File: src/rtl/sprite_pkg.sv
// Shared types and constants for the sprite scheduler and its sprite table.
package sprite_pkg;

   localparam int CORD_W  = 10;
   localparam int SCALE_W = 8;
   localparam int IMG_W   = 4;
   localparam int DEPTH   = 16;
   localparam int H_RES   = 800;
   localparam int V_RES   = 480;

   // valid must stay the first (most significant) field: the table stores it apart from the rest
   typedef struct packed {
      logic               valid;
      logic [CORD_W-1:0]  x;
      logic [CORD_W-1:0]  y;
      logic [SCALE_W-1:0] scale;
      logic [IMG_W-1:0]   img;
   } sprite_entry_t;

   typedef enum logic [2:0] {IDLE, FETCH, CLEAR, RUN, NEXT, DONE} sched_state_t;

   function automatic logic entry_active(input sprite_entry_t e);
      return e.valid && (e.scale != {SCALE_W{1'b0}});
   endfunction

endpackage

File: src/rtl/sprite_table.sv
// Sprite list register file: synchronous write, combinational read, valid bits cleared by reset.
module sprite_table
   import sprite_pkg::*;
#(
   parameter int NUM_SPRITES = DEPTH,
   localparam int IW = $clog2(NUM_SPRITES)
)(
   input  logic          clk,
   input  logic          rst_n,
   input  logic          we,
   input  logic [IW-1:0] wr_idx,
   input  sprite_entry_t wr_entry,
   input  logic [IW-1:0] rd_idx,
   output sprite_entry_t rd_entry
);

   localparam int DW = $bits(sprite_entry_t) - 1;

   logic [NUM_SPRITES-1:0] valid;
   logic [DW-1:0]          mem [NUM_SPRITES];

   // valid bits: the only table state that reset must clear
   always_ff @(posedge clk or negedge rst_n) begin
      if (!rst_n) begin
         valid <= {NUM_SPRITES{1'b0}};
      end else if (we) begin
         valid[wr_idx] <= wr_entry.valid;
      end
   end

   // payload fields, never reset
   always_ff @(posedge clk) begin
      if (we) begin
         mem[wr_idx] <= wr_entry[DW-1:0];
      end
   end

   // combinational read port
   always_comb begin
      rd_entry = {valid[rd_idx], mem[rd_idx]};
   end

endmodule

File: src/rtl/sprite_scheduler.sv
// Walks the sprite table once per frame, driving one sprite renderer through each active entry.
module sprite_scheduler
   import sprite_pkg::*;
#(
   parameter int CORDW       = CORD_W,
   parameter int NUM_SPRITES = DEPTH,
   parameter int IMGW        = IMG_W,
   parameter int SCALEW      = SCALE_W
)(
   input  logic                           clk,
   input  logic                           rst_n,
   input  logic                           tbl_we,
   input  logic [$clog2(NUM_SPRITES)-1:0] tbl_idx,
   input  logic                           tbl_valid,
   input  logic [CORDW-1:0]               tbl_x,
   input  logic [CORDW-1:0]               tbl_y,
   input  logic [SCALEW-1:0]              tbl_scale,
   input  logic [IMGW-1:0]                tbl_img,
   input  logic                           frame_start,
   input  logic                           render_finished,
   output logic                           render_rst,
   output logic                           render_en,
   output logic [CORDW-1:0]               spr_x,
   output logic [CORDW-1:0]               spr_y,
   output logic [SCALEW-1:0]              spr_scale,
   output logic [IMGW-1:0]                spr_img,
   output logic                           busy,
   output logic                           frame_done,
   output logic                           overrun
);

   localparam int IW = $clog2(NUM_SPRITES);
   localparam logic [IW-1:0] LAST_IDX = IW'(NUM_SPRITES - 1);

   sched_state_t  state, next_state;
   logic [IW-1:0] idx;
   logic          idx_inc;
   logic          latch;
   logic          run_first;
   sprite_entry_t wr_entry;
   sprite_entry_t rd_entry;

   assign wr_entry = '{valid: tbl_valid, x: tbl_x, y: tbl_y, scale: tbl_scale, img: tbl_img};

   sprite_table #(.NUM_SPRITES(NUM_SPRITES)) u_table (
      .clk      (clk),
      .rst_n    (rst_n),
      .we       (tbl_we),
      .wr_idx   (tbl_idx),
      .wr_entry (wr_entry),
      .rd_idx   (idx),
      .rd_entry (rd_entry)
   );

   // next-state decode
   always_comb begin
      next_state = state;
      idx_inc    = 1'b0;
      latch      = 1'b0;
      case (state)
         IDLE: begin
            if (frame_start) next_state = FETCH;
            else             next_state = IDLE;
         end
         FETCH: begin
            if (entry_active(rd_entry)) begin
               latch      = 1'b1;
               next_state = CLEAR;
            end else if (idx == LAST_IDX) begin
               next_state = DONE;
            end else begin
               idx_inc    = 1'b1;
               next_state = FETCH;
            end
         end
         CLEAR: next_state = RUN;
         RUN: begin
            // the finished flag may still be high from the previous sprite on the first RUN cycle
            if (!run_first && render_finished) next_state = NEXT;
            else                               next_state = RUN;
         end
         NEXT: begin
            if (idx == LAST_IDX) begin
               next_state = DONE;
            end else begin
               idx_inc    = 1'b1;
               next_state = FETCH;
            end
         end
         DONE:    next_state = IDLE;
         default: next_state = IDLE;
      endcase
   end

   // state, index counter and registered outputs (outputs follow the state being entered)
   always_ff @(posedge clk or negedge rst_n) begin
      if (!rst_n) begin
         state      <= IDLE;
         idx        <= {IW{1'b0}};
         run_first  <= 1'b0;
         render_rst <= 1'b0;
         render_en  <= 1'b0;
         busy       <= 1'b0;
         frame_done <= 1'b0;
         overrun    <= 1'b0;
         spr_x      <= {CORDW{1'b0}};
         spr_y      <= {CORDW{1'b0}};
         spr_scale  <= {SCALEW{1'b0}};
         spr_img    <= {IMGW{1'b0}};
      end else begin
         state      <= next_state;
         if (state == IDLE)  idx <= {IW{1'b0}};
         else if (idx_inc)   idx <= idx + IW'(1'b1);
         run_first  <= (next_state == RUN) && (state != RUN);
         render_rst <= (next_state == CLEAR);
         render_en  <= (next_state == RUN);
         busy       <= (next_state != IDLE);
         frame_done <= (next_state == DONE);
         overrun    <= frame_start && (state != IDLE);
         if (latch) begin
            spr_x     <= rd_entry.x;
            spr_y     <= rd_entry.y;
            spr_scale <= rd_entry.scale;
            spr_img   <= rd_entry.img;
         end
      end
   end

endmodule

File: config.mk
export PLATFORM = sky130hd
export DESIGN_NAME = sprite_scheduler
export DESIGN_NICKNAME = d
export VERILOG_FILES = /design/src/rtl/sprite_pkg.sv /design/src/rtl/sprite_table.sv /design/src/rtl/sprite_scheduler.sv
export SDC_FILE = /design/constraint.sdc
export NUM_CORES = 1
export LEC_CHECK = 0
export BUFFER_PORTS_ARGS = -buffer_cell sky130_fd_sc_hd__buf_2
export CAP_MARGIN = 20
export CORE_MARGIN = 5
export CORE_UTILIZATION = 62
export DETAILED_ROUTE_END_ITERATION = 10
export PLACE_DENSITY = 0.85
export SYNTH_ARGS = -nofsm -noshare
export SYNTH_HDL_FRONTEND = slang
export SYNTH_HIERARCHICAL = 1
export SYNTH_SLANG_ARGS = --single-unit
File: constraint.sdc
create_clock -name clk -period 5.42 [get_ports clk]
set_input_delay 1.626 -clock clk [delete_from_list [all_inputs] [get_ports clk]]
set_output_delay 1.626 -clock clk [all_outputs]
set_load 0.02 [all_outputs]
==> impl_metrics.sql <==
INSERT INTO impl_metrics (metric_group, metric, value, unit) VALUES
('outcome', 'run_status', 'finished, final reports clean', ''),
('route', 'post_drt_via_cell_ratio', '6.859', ''),
('min_path', 'hold_path_depth', '1', ''),
('critical_path', 'crit_type', 'flip-flop to flip-flop', ''),
('critical_path', 'critPathLaunch', 'idx[0]$_DFFE_PN0P_', ''),
('power', 'power', '11.69', 'mW'),
('critical_path', 'critical_path_arrival', '4.74', 'ns'),
('timing', 'clock_skew', '0.01960', 'ns'),
('critical_path', 'r2r-end', 'spr_y[7]$_DFFE_PN0P_', ''),
('timing', 'clock.fmax', '233.1', 'MHz'),
('timing', 'finalMaxSlewViolations', '0', ''),
('cts', 'htreeDepth', '2', ''),
('min_path', 'min_to', 'spr_x[9]$_DFFE_PN0P_', ''),
('route', 'wirelength', '50.14', 'mm'),
('die', 'start_util', '63.07', '%'),
('synthesis', 'yosys_register_bits', '573', ''),
('route', 'detailed_router_iteration_count_before_antenna_repair', '5', ''),
('finish', 'areaGrowthSynthToFinish', '12.24', '%'),
('global_route', 'grt_pass1_wl', '72.94', 'mm'),
('timing', 'hold_viol', '0', ''),
('critical_path', 'timing.rr.start', 'idx[0]$_DFFE_PN0P_', ''),
('min_path', 'type_of_the_tightest_min_delay_check', 'flip-flop to flip-flop', ''),
('global_route', 'first_global_vias', '11261', ''),
('synthesis', 'ys_warn_count', '6', ''),
('global_route', 'grt_antenna_before_repair', '4', ''),
('cts', 'clock_path_buffers', '3', ''),
('global_route', 'grt_overflow_total', '0', ''),
('global_route', 'grt_util_all_layers', '25.71', '%'),
('power', 'static_leak', '8.098', 'nW'),
('cts', 'clock-sinks', '573', ''),
('place', 'hpwl', '25.84', 'mm'),
('cts', 'clock_tree_from_tritoncts', 'built', ''),
('finish', 'commonest_non_fill_non_tap_cell_in_the_layout', 'sky130_fd_sc_hd__edfxtp_1', ''),
('route', 'postRouteAntennaNets', '0', ''),
('power', 'powerDensity', '475.7', 'nW/um^2'),
('finish', 'most-common-layout-cells', 'sky130_fd_sc_hd__edfxtp_1, sky130_fd_sc_hd__mux4_2, sky130_fd_sc_hd__buf_2, sky130_fd_sc_hd__a22oi_1, sky130_fd_sc_hd__dfrtp_1', ''),
('route', 'num_vias', '10913', ''),
('timing', 'finalWorstSetupSlack', '1.131', 'ns'),
('min_path', 'timing.hold.worst.start', 'spr_x[9]$_DFFE_PN0P_', ''),
('synthesis', 'synthDistinctLibCells', '40', ''),
('cts', 'clock_root_buffer_master', 'sky130_fd_sc_hd__clkbuf_16', ''),
('synthesis', 'sequential_cell_area_fraction_in_the_yosys_report', '77.20', '%'),
('timing', 'report.final.setup_viol', '0', ''),
('cts', 'cts-hold-fix-buffers', '0', ''),
('synthesis', 'syn-instance-count', '975', ''),
('critical_path', 'crit_path_start_kind', 'flip-flop', ''),
('cts', 'post-cts-setup-buffer-count', '0', ''),
('route', 'drt_iter0_drc', '1319', ''),
('critical_path', 'required', '5.87', 'ns'),
('critical_path', 'rrSetupSlack', '1.13', 'ns'),
('cts', 'clk_pin_slew_worst_paths', '0.06', 'ns'),
('finish', 'seq_area', '16910', 'sq um'),
('finish', 'layout-drive-gt1-share', '31.95', '%'),
('critical_path', 'crit_path_max_fo', '45', ''),
('timing', 'min_period', '4.289', 'ns'),
('die', 'core_region_area', '34710', 'sq um'),
('timing', 'fin_worst_hold_slack', '0.4950', 'ns'),
('critical_path', 'cp-end-kind', 'flip-flop', ''),
('timing', 'worstMarginPinSlew', '1.025', 'ns'),
('timing', 'setup-tns-final', '0', 'ns'),
('synthesis', 'avgSynthCellArea', '22.45', 'sq um'),
('route', 'remaining_drc_errors', '0', ''),
('place', 'finalWeightedCongestion', '0.7947', ''),
('die', 'die-area', '39170', 'sq um'),
('cts', 'numCtsBuffers', '53', ''),
('die', 'row_cnt', '68', ''),
('timing', 'max-slew-margin-rel', '31.48', '%'),
('flow_run', 'maxCapViolations', '0', ''),
('die', 'fp.dieW', '197.9', 'microns'),
('die', 'die_h', '197.9', 'microns'),
('place', 'place.port_buffers', '78', '');
## synth_stat cells
cell / n / area [sq um]
sky130_fd_sc_hd__o21ai_1: 1 / 5.000
sky130_fd_sc_hd__or3_1: 2 / 12.51
sky130_fd_sc_hd__and3_1: 2 / 12.51
sky130_fd_sc_hd__o211ai_1: 1 / 7.510
sky130_fd_sc_hd__nor2_1: 15 / 56.30
sky130_fd_sc_hd__or2_2: 1 / 6.260
sky130_fd_sc_hd__ha_1: 1 / 12.51
sky130_fd_sc_hd__dfrtp_1: 61 / 1526
sky130_fd_sc_hd__o211a_1: 1 / 10.01
sky130_fd_sc_hd__or3b_1: 2 / 17.52
sky130_fd_sc_hd__mux2_1: 8 / 90.09
sky130_fd_sc_hd__nor3_1: 5 / 25.02
sky130_fd_sc_hd__a21oi_1: 7 / 35.03
sky130_fd_sc_hd__a311oi_1: 1 / 8.760
sky130_fd_sc_hd__buf_12: 6 / 120.1
sky130_fd_sc_hd__nand3b_1: 2 / 15.01
sky130_fd_sc_hd__buf_8: 2 / 30.03
sky130_fd_sc_hd__mux4_2: 115 / 2590
sky130_fd_sc_hd__a22oi_1: 66 / 495.5
sky130_fd_sc_hd__or4_1: 1 / 7.510
sky130_fd_sc_hd__clkbuf_1: 20 / 75.07
sky130_fd_sc_hd__buf_4: 1 / 7.510
sky130_fd_sc_hd__o31ai_1: 1 / 7.510
sky130_fd_sc_hd__a211o_1: 1 / 8.760
sky130_fd_sc_hd__o21ai_0: 3 / 15.01
sky130_fd_sc_hd__buf_6: 5 / 56.30
sky130_fd_sc_hd__a21boi_0: 3 / 22.52
sky130_fd_sc_hd__buf_1: 2 / 7.510
sky130_fd_sc_hd__mux2_2: 40 / 450.4
sky130_fd_sc_hd__edfxtp_1: 512 / 15370
sky130_fd_sc_hd__mux4_1: 17 / 446.7
sky130_fd_sc_hd__and2_1: 1 / 6.260
sky130_fd_sc_hd__or4_4: 2 / 22.52
sky130_fd_sc_hd__nand2_1: 35 / 131.4
sky130_fd_sc_hd__nand3_1: 3 / 15.01
sky130_fd_sc_hd__buf_2: 14 / 70.07
sky130_fd_sc_hd__o22ai_1: 1 / 6.260
sky130_fd_sc_hd__nand2b_1: 7 / 43.79
sky130_fd_sc_hd__nor2b_1: 6 / 37.54
sky130_fd_sc_hd__inv_1: 1 / 3.750
## registers in the layout, summed over array words and instances (netlist names)
register,cells
run_first,1
render_rst,1
u_table/mem,512
spr_scale,8
busy,1
frame_done,1
spr_x,10
state,3
idx,4
overrun,1
render_en,1
spr_y,10
spr_img,4
u_table/valid,16
## layout make-up
cell class,instances,area share (%)
inverter,1,0.01528
clock inverter,30,1.003
multi-input combinational,351,19.36
clock buffer,69,5.815
sequential,573,68.82
antenna,3,0.03055
tap,455,2.317
timing repair buffer,109,2.648
## worst max-delay path, stage by stage, from the launching register on
cell                      delay (ns)
sky130_fd_sc_hd__dfrtp_4        1.00
sky130_fd_sc_hd__mux4_1         0.72
sky130_fd_sc_hd__a22oi_1        0.22
sky130_fd_sc_hd__nand2_1        0.13
sky130_fd_sc_hd__or4_4          0.54
sky130_fd_sc_hd__o21ai_1        0.34
sky130_fd_sc_hd__or3_2          0.49
sky130_fd_sc_hd__buf_12         0.26
sky130_fd_sc_hd__mux2_2         0.38
## cells by family after synthesis
kind of cell | synth area share [%]
multiplexers | 16.34
AND/OR/NAND/NOR | 1.869
flip-flops | 77.20
AO/OA/AOI/OAI | 2.841
adder cells (fa/ha/maj) | 0.05714
buffers and inverters | 1.692
## worst max path at each step
stage	end	cells after the start	slack (ns)
5_1_grt	spr_y[7]$_DFFE_PN0P_	8	0.89
4_1_cts	spr_y[7]$_DFFE_PN0P_	8	1.11
3_3_place_gp	spr_y[7]$_DFFE_PN0P_	8	1.47
6_report	spr_y[7]$_DFFE_PN0P_	8	1.13
2_1_floorplan	u_table/valid[0]$_DFFE_PN0P_	3	0.55
3_5_place_dp	spr_y[5]$_DFFE_PN0P_	8	1.24
## layer usage
layer / routed length, microns / up-vias / track usage (%)
li1: - / 4346 / -
met1: 18300 / 5695 / 36.13
met2: 25100 / 758 / 41.07
met3: 5206 / 112 / 5.819
met4: 1518 / 2 / 8.697
met5: 11 / - / 0
## power by group
| group | switching (mW) | internal, mW |
|---|---|---|
| Clock | 1.55 | 2.05 |
| Combinational | 1.41 | 1.28 |
| Sequential | 0.314 | 5.09 |
## through the flow
stage / cells / area [sq um]
3_5_place_dp: 1489 / 22890
5_1_grt: 1591 / 24570
6_report: 1591 / 24570
2_1_floorplan: 975 / 21890
4_1_cts: 1588 / 24560
3_3_place_gp: 1489 / 22890
Note: power is estimated with default switching activity, not from simulation.
